$ cat src/rtl/branch_redirect_ctrl.sv
`default_nettype none
// ============================================================================
// Module      : branch_redirect_ctrl
// Description : Turns EX-stage taken branches into a held redirect to the PC
//               unit, then flushes IF/ID for FLUSH_CYCLES cycles.
// Revision    : 1.0 - initial release
// ============================================================================
module branch_redirect_ctrl #(
    parameter int unsigned GAP          = 4,
    parameter int unsigned FLUSH_CYCLES = 2,
    parameter int unsigned CNT_W        = 16
) (
    input  logic             clk,
    input  logic             rst_n,
    input  logic             br_valid,
    output logic             br_ready,
    input  logic             br_taken,
    input  logic [31:0]      pc_next,
    input  logic [31:0]      imm,
    output logic             redir_valid,
    input  logic             redir_ready,
    output logic [31:0]      redir_pc,
    output logic             flush,
    output logic [CNT_W-1:0] taken_cnt,
    output logic [CNT_W-1:0] ntaken_cnt
);

    localparam logic [1:0]  c_ST_IDLE     = 2'd0;
    localparam logic [1:0]  c_ST_REDIRECT = 2'd1;
    localparam logic [1:0]  c_ST_FLUSH    = 2'd2;

    localparam logic [31:0] c_GAP         = 32'(GAP);
    localparam logic [3:0]  c_FLUSH_LEN   = 4'(FLUSH_CYCLES);

    logic [1:0]       r_state;
    logic [3:0]       r_flush_cnt;
    logic             r_redir_valid;
    logic [31:0]      r_redir_pc;
    logic             r_flush;
    logic [CNT_W-1:0] r_taken_cnt;
    logic [CNT_W-1:0] r_ntaken_cnt;

    logic             w_accept;
    logic [31:0]      w_target;

    assign br_ready    = (r_state == c_ST_IDLE);
    assign w_accept    = br_valid & br_ready;
    // Product and sum both truncate to 32 bits; wrap-around is intended.
    assign w_target    = pc_next + (imm * c_GAP);

    assign redir_valid = r_redir_valid;
    assign redir_pc    = r_redir_pc;
    assign flush       = r_flush;
    assign taken_cnt   = r_taken_cnt;
    assign ntaken_cnt  = r_ntaken_cnt;

    always_ff @(posedge clk) begin
        if (!rst_n) begin
            r_state       <= c_ST_IDLE;
            r_flush_cnt   <= 4'd0;
            r_redir_valid <= 1'b0;
            r_redir_pc    <= 32'd0;
            r_flush       <= 1'b0;
            r_taken_cnt   <= '0;
            r_ntaken_cnt  <= '0;
        end else begin
            case (r_state)
                c_ST_IDLE: begin
                    if (w_accept) begin
                        if (br_taken) begin
                            r_redir_pc    <= w_target;
                            r_redir_valid <= 1'b1;
                            r_taken_cnt   <= r_taken_cnt + 1'b1;
                            r_state       <= c_ST_REDIRECT;
                        end else begin
                            r_ntaken_cnt  <= r_ntaken_cnt + 1'b1;
                        end
                    end
                end
                c_ST_REDIRECT: begin
                    // redir_pc is left untouched here so it stays stable under back-pressure.
                    if (redir_ready) begin
                        r_redir_valid <= 1'b0;
                        if (c_FLUSH_LEN != 4'd0) begin
                            r_flush_cnt <= c_FLUSH_LEN;
                            r_flush     <= 1'b1;
                            r_state     <= c_ST_FLUSH;
                        end else begin
                            r_state     <= c_ST_IDLE;
                        end
                    end
                end
                c_ST_FLUSH: begin
                    if (r_flush_cnt <= 4'd1) begin
                        r_flush_cnt <= 4'd0;
                        r_flush     <= 1'b0;
                        r_state     <= c_ST_IDLE;
                    end else begin
                        r_flush_cnt <= r_flush_cnt - 4'd1;
                    end
                end
                default: begin
                    r_state       <= c_ST_IDLE;
                    r_flush_cnt   <= 4'd0;
                    r_redir_valid <= 1'b0;
                    r_flush       <= 1'b0;
                end
            endcase
        end
    end

endmodule
`default_nettype wire

$ cat config.mk
export PLATFORM = sky130hd
export DESIGN_NAME = branch_redirect_ctrl
export DESIGN_NICKNAME = d
export VERILOG_FILES = /design/src/rtl/branch_redirect_ctrl.sv
export SDC_FILE = /design/constraint.sdc
export NUM_CORES = 1
export LEC_CHECK = 0
export ABC_AREA = 1
export BUFFER_PORTS_ARGS = -buffer_cell sky130_fd_sc_hd__buf_2
export CAP_MARGIN = 20
export CORE_AREA = 8 8 113 115
export CTS_CLUSTER_SIZE = 12
export DETAILED_ROUTE_END_ITERATION = 12
export DIE_AREA = 0 0 121 123
export HOLD_SLACK_MARGIN = 0.1
export PLACE_DENSITY = 0.76
export SYNTH_ARGS = -nofsm -noshare
export SYNTH_HDL_FRONTEND = slang
export SYNTH_SLANG_ARGS = --single-unit
$ cat constraint.sdc
create_clock -name clk -period 1.6 [get_ports clk]
set_input_delay 0.16 -clock clk [delete_from_list [all_inputs] [get_ports clk]]
set_output_delay 0.16 -clock clk [all_outputs]
set_load 0.1 [all_outputs]
==> results.json <==
{
  "routabilityCongestion": 0.946,
  "grt_max_degree": 41,
  "dp.cells": 1178,
  "finalCritPeriodShare_pct": 108,
  "reg2regPathDepth": 12,
  "cp_max_fo": 10,
  "core_mm2": 0.0111,
  "antenna_left": 0,
  "worstHoldStart": "br_taken",
  "r2r_start": "r_state[1]$_SDFFE_PN0P_",
  "max_cap_violations": 0,
  "worstPathArrival_ns": 1.95,
  "num_io_pins": 136,
  "hold_path.class": "in -> reg",
  "nFillCells": 987,
  "h-tree-depth": 3,
  "startpoint": "r_state[1]$_SDFFE_PN0P_",
  "fmax_ghz": 0.576,
  "cts.sinks": 72,
  "start_kind": "flop",
  "grt_pass1_wl_um": 24900,
  "finalSetupViolations": 35,
  "drv_slew": 0,
  "synth_seq_area_share_pct": 27.6,
  "layoutNonFillerInstCount": 1220,
  "drive_gt1_share_pct": 29.7,
  "rrSetupSlack_ns": -0.13,
  "p_per_area_mw_per_mm2": 925,
  "placed_area_mm2": 0.00661,
  "synth_top_cells_by_area": "dfxtp_1 (28%), nand2_1 (17%), inv_1 (11%)",
  "timing.final.hold_violations": 0,
  "synth_top_area_cell": "dfxtp_1",
  "post-route-drc-count": 0,
  "clk_latency_ns": 0.32,
  "max_slew_margin_pct": 64.5,
  "synth-seq-cells": 72,
  "final_util_pct": 66.8,
  "cp.required_ns": 1.82,
  "syn-instance-count": 849,
  "peakVddDrop_v": 0.000805,
  "fin_nets": 1178,
  "grt_pass1_vias": 5458,
  "total_power_mw": 6.85,
  "violations": "setup timing",
  "antenna_cells": 0,
  "syn-num-nets": 955,
  "synthToLayoutAreaGrowth_pct": 41.5,
  "port_buffers": 133,
  "antenna_found_initial": 0,
  "reg2reg_to": "redir_pc[18]$_SDFFE_PN0P_",
  "leakage_nw": 4.02,
  "path_clk_slew_ns": 0.06,
  "pre_cts_slack_ns": -0.185,
  "yosys_warnings": 0,
  "viasPerCell": 4.89,
  "initial_core_util_pct": 47.2,
  "num_vias": 5962,
  "hold-path-endpoint": "ntaken_cnt[2]$_SDFFE_PN0P_",
  "wl_per_cell_um": 13.3,
  "fin_crit_ns": 1.73,
  "syn_avg_cell_area_um2": 6.16,
  "numCtsBuffers": 9,
  "hpwl_um": 12200,
  "finalHoldWorstSlack_ns": 0.155,
  "netlist_area_mm2": 0.00523,
  "layout_setup_ws_ns": -0.135,
  "drtIter0Drc": 472,
  "path_class": "reg -> reg",
  "stdcell_area_mm2": 0.00740,
  "endpoint_kind": "flop",
  "fp-row-count": 39,
  "die_w_um": 121,
  "tightest_slew_ns": 0.532,
  "ys_types": 31,
  "wl_um": 16300,
  "grtUsageTotal_pct": 20.4,
  "cts_tree": "built",
  "dr.pass1.iters": 5,
  "status": "complete, but fails checks",
  "overflow": 0,
  "finalSetupTns_ns": -2.37,
  "rsz0062_at_grt": "yes",
  "hold_depth": 4,
  "synthDominantCellAreaShare_pct": 27.6,
  "cts-root-buf": "clkbuf_16",
  "die_y_um": 123,
  "cts_buffer_depth": 2,
  "fp.dieArea_mm2": 0.0149,
  "skew_ns": 0.00718
}
metal layers:
metal	global-route usage, %	vias to the layer above	share of wire, %
met5	0	-	0
met4	6.01	0	1.9
met3	4.16	20	6.6
met2	36.0	188	49
met1	24.4	2641	43
li1	-	3113	-
worst max-delay path by stage:
stage	to	slack (ns)	cells past startpoint
global placement	redir_pc[24]$_SDFFE_PN0P_	-0.15	14
CTS	ntaken_cnt[14]$_SDFFE_PN0P_	-0.1	11
floorplan	ntaken_cnt[14]$_SDFFE_PN0P_	-0.22	11
global route	ntaken_cnt[12]$_SDFFE_PN0P_	-0.25	11
detailed placement	redir_pc[18]$_SDFFE_PN0P_	-0.19	14
finish	redir_pc[18]$_SDFFE_PN0P_	-0.13	12
layout by cell type, fill, tap and decap left out, drive strengths merged, types with 3 or more instances in the layout:
master    count
a21oi        59
clkbuf       16
clkinvlp      3
ha           36
inv         160
xnor2         3
o21a         15
o21ai        42
xor2         11
nor3         10
o21bai       15
nand2       244
nand3        54
nor2         94
dfxtp        72
nand4         8
buf         220
a31oi         3
flip-flops by register name, indices dropped and copies added, names as in the netlist:
name and count:
redir_pc 32, ntaken_cnt 16, taken_cnt 16, r_flush_cnt 4, r_state 2, flush 1
redir_valid 1
cell usage after synthesis, drive strengths merged:
library cell / number
nand2: 244
inv: 160
nor2: 94
dfxtp: 72
a21oi: 59
nand3: 54
o21ai: 42
ha: 36
o21a: 15
o21bai: 15
xor2: 11
nor3: 10
clkbuf: 8
nand4: 8
buf: 6
a31oi: 3
xnor2: 3
a211oi: 2
a21o: 2
and3: 2
and2: 1
fa: 1
o211ai: 1
kinds of logic (layout without fill, tap and decap cells):
kind of cell    count (synthesis)  in the layout  synth area share, %
simple gates                  413            413                 33.4
buf+inv                       174            402                 12.6
compound gates                139            139                 15.1
flops                          72             72                 27.6
fa+ha+maj                      37             37                 9.00
xor+xnor                       14             14                 2.35
worst max-delay path: stages, from the launching register on:
cell and delay [ns]:
dfxtp_2 0.33, inv_2 0.05, ha_4 0.17, buf_4 0.15
inv_4 0.06, nor2_4 0.05, buf_6 0.12, buf_6 0.10
clkbuf_16 0.15, clkbuf_16 0.16, o21a_1 0.17, nand2_1 0.07
inv_1 0.04
final cells by class:
class | instances | area (um^2) | area share (%)
Timing Repair inverter | 1 | 7.51 | 0.101
Clock buffer | 13 | 282 | 3.80
Multi-Input combinational cell | 603 | 3290 | 44.5
Timing Repair Buffer | 225 | 1510 | 20.4
Inverter | 160 | 607 | 8.20
Tap cell | 143 | 179 | 2.42
Clock inverter | 3 | 46.3 | 0.626
Sequential cell | 72 | 1480 | 20.0
report_power, final:
group / total [mW] / leakage [nW] / switching (mW) / internal, mW
combinational: 2.68 / 3.27 / 1.81 / 0.869
sequential: 1.99 / 0.600 / 0.0774 / 1.92
clock: 2.17 / 0.158 / 0.777 / 1.39
timing repair:
item                                    CTS  global route
pin swaps                                 4            34
endpoints found under the setup margin    9            47
cloned                                    0             6
buffers inserted                          5            13
endpoints found under the hold margin     2             0
hold buffers                              2             0
resized for setup                         7            59
Note: power is estimated with default switching activity, not from simulation.
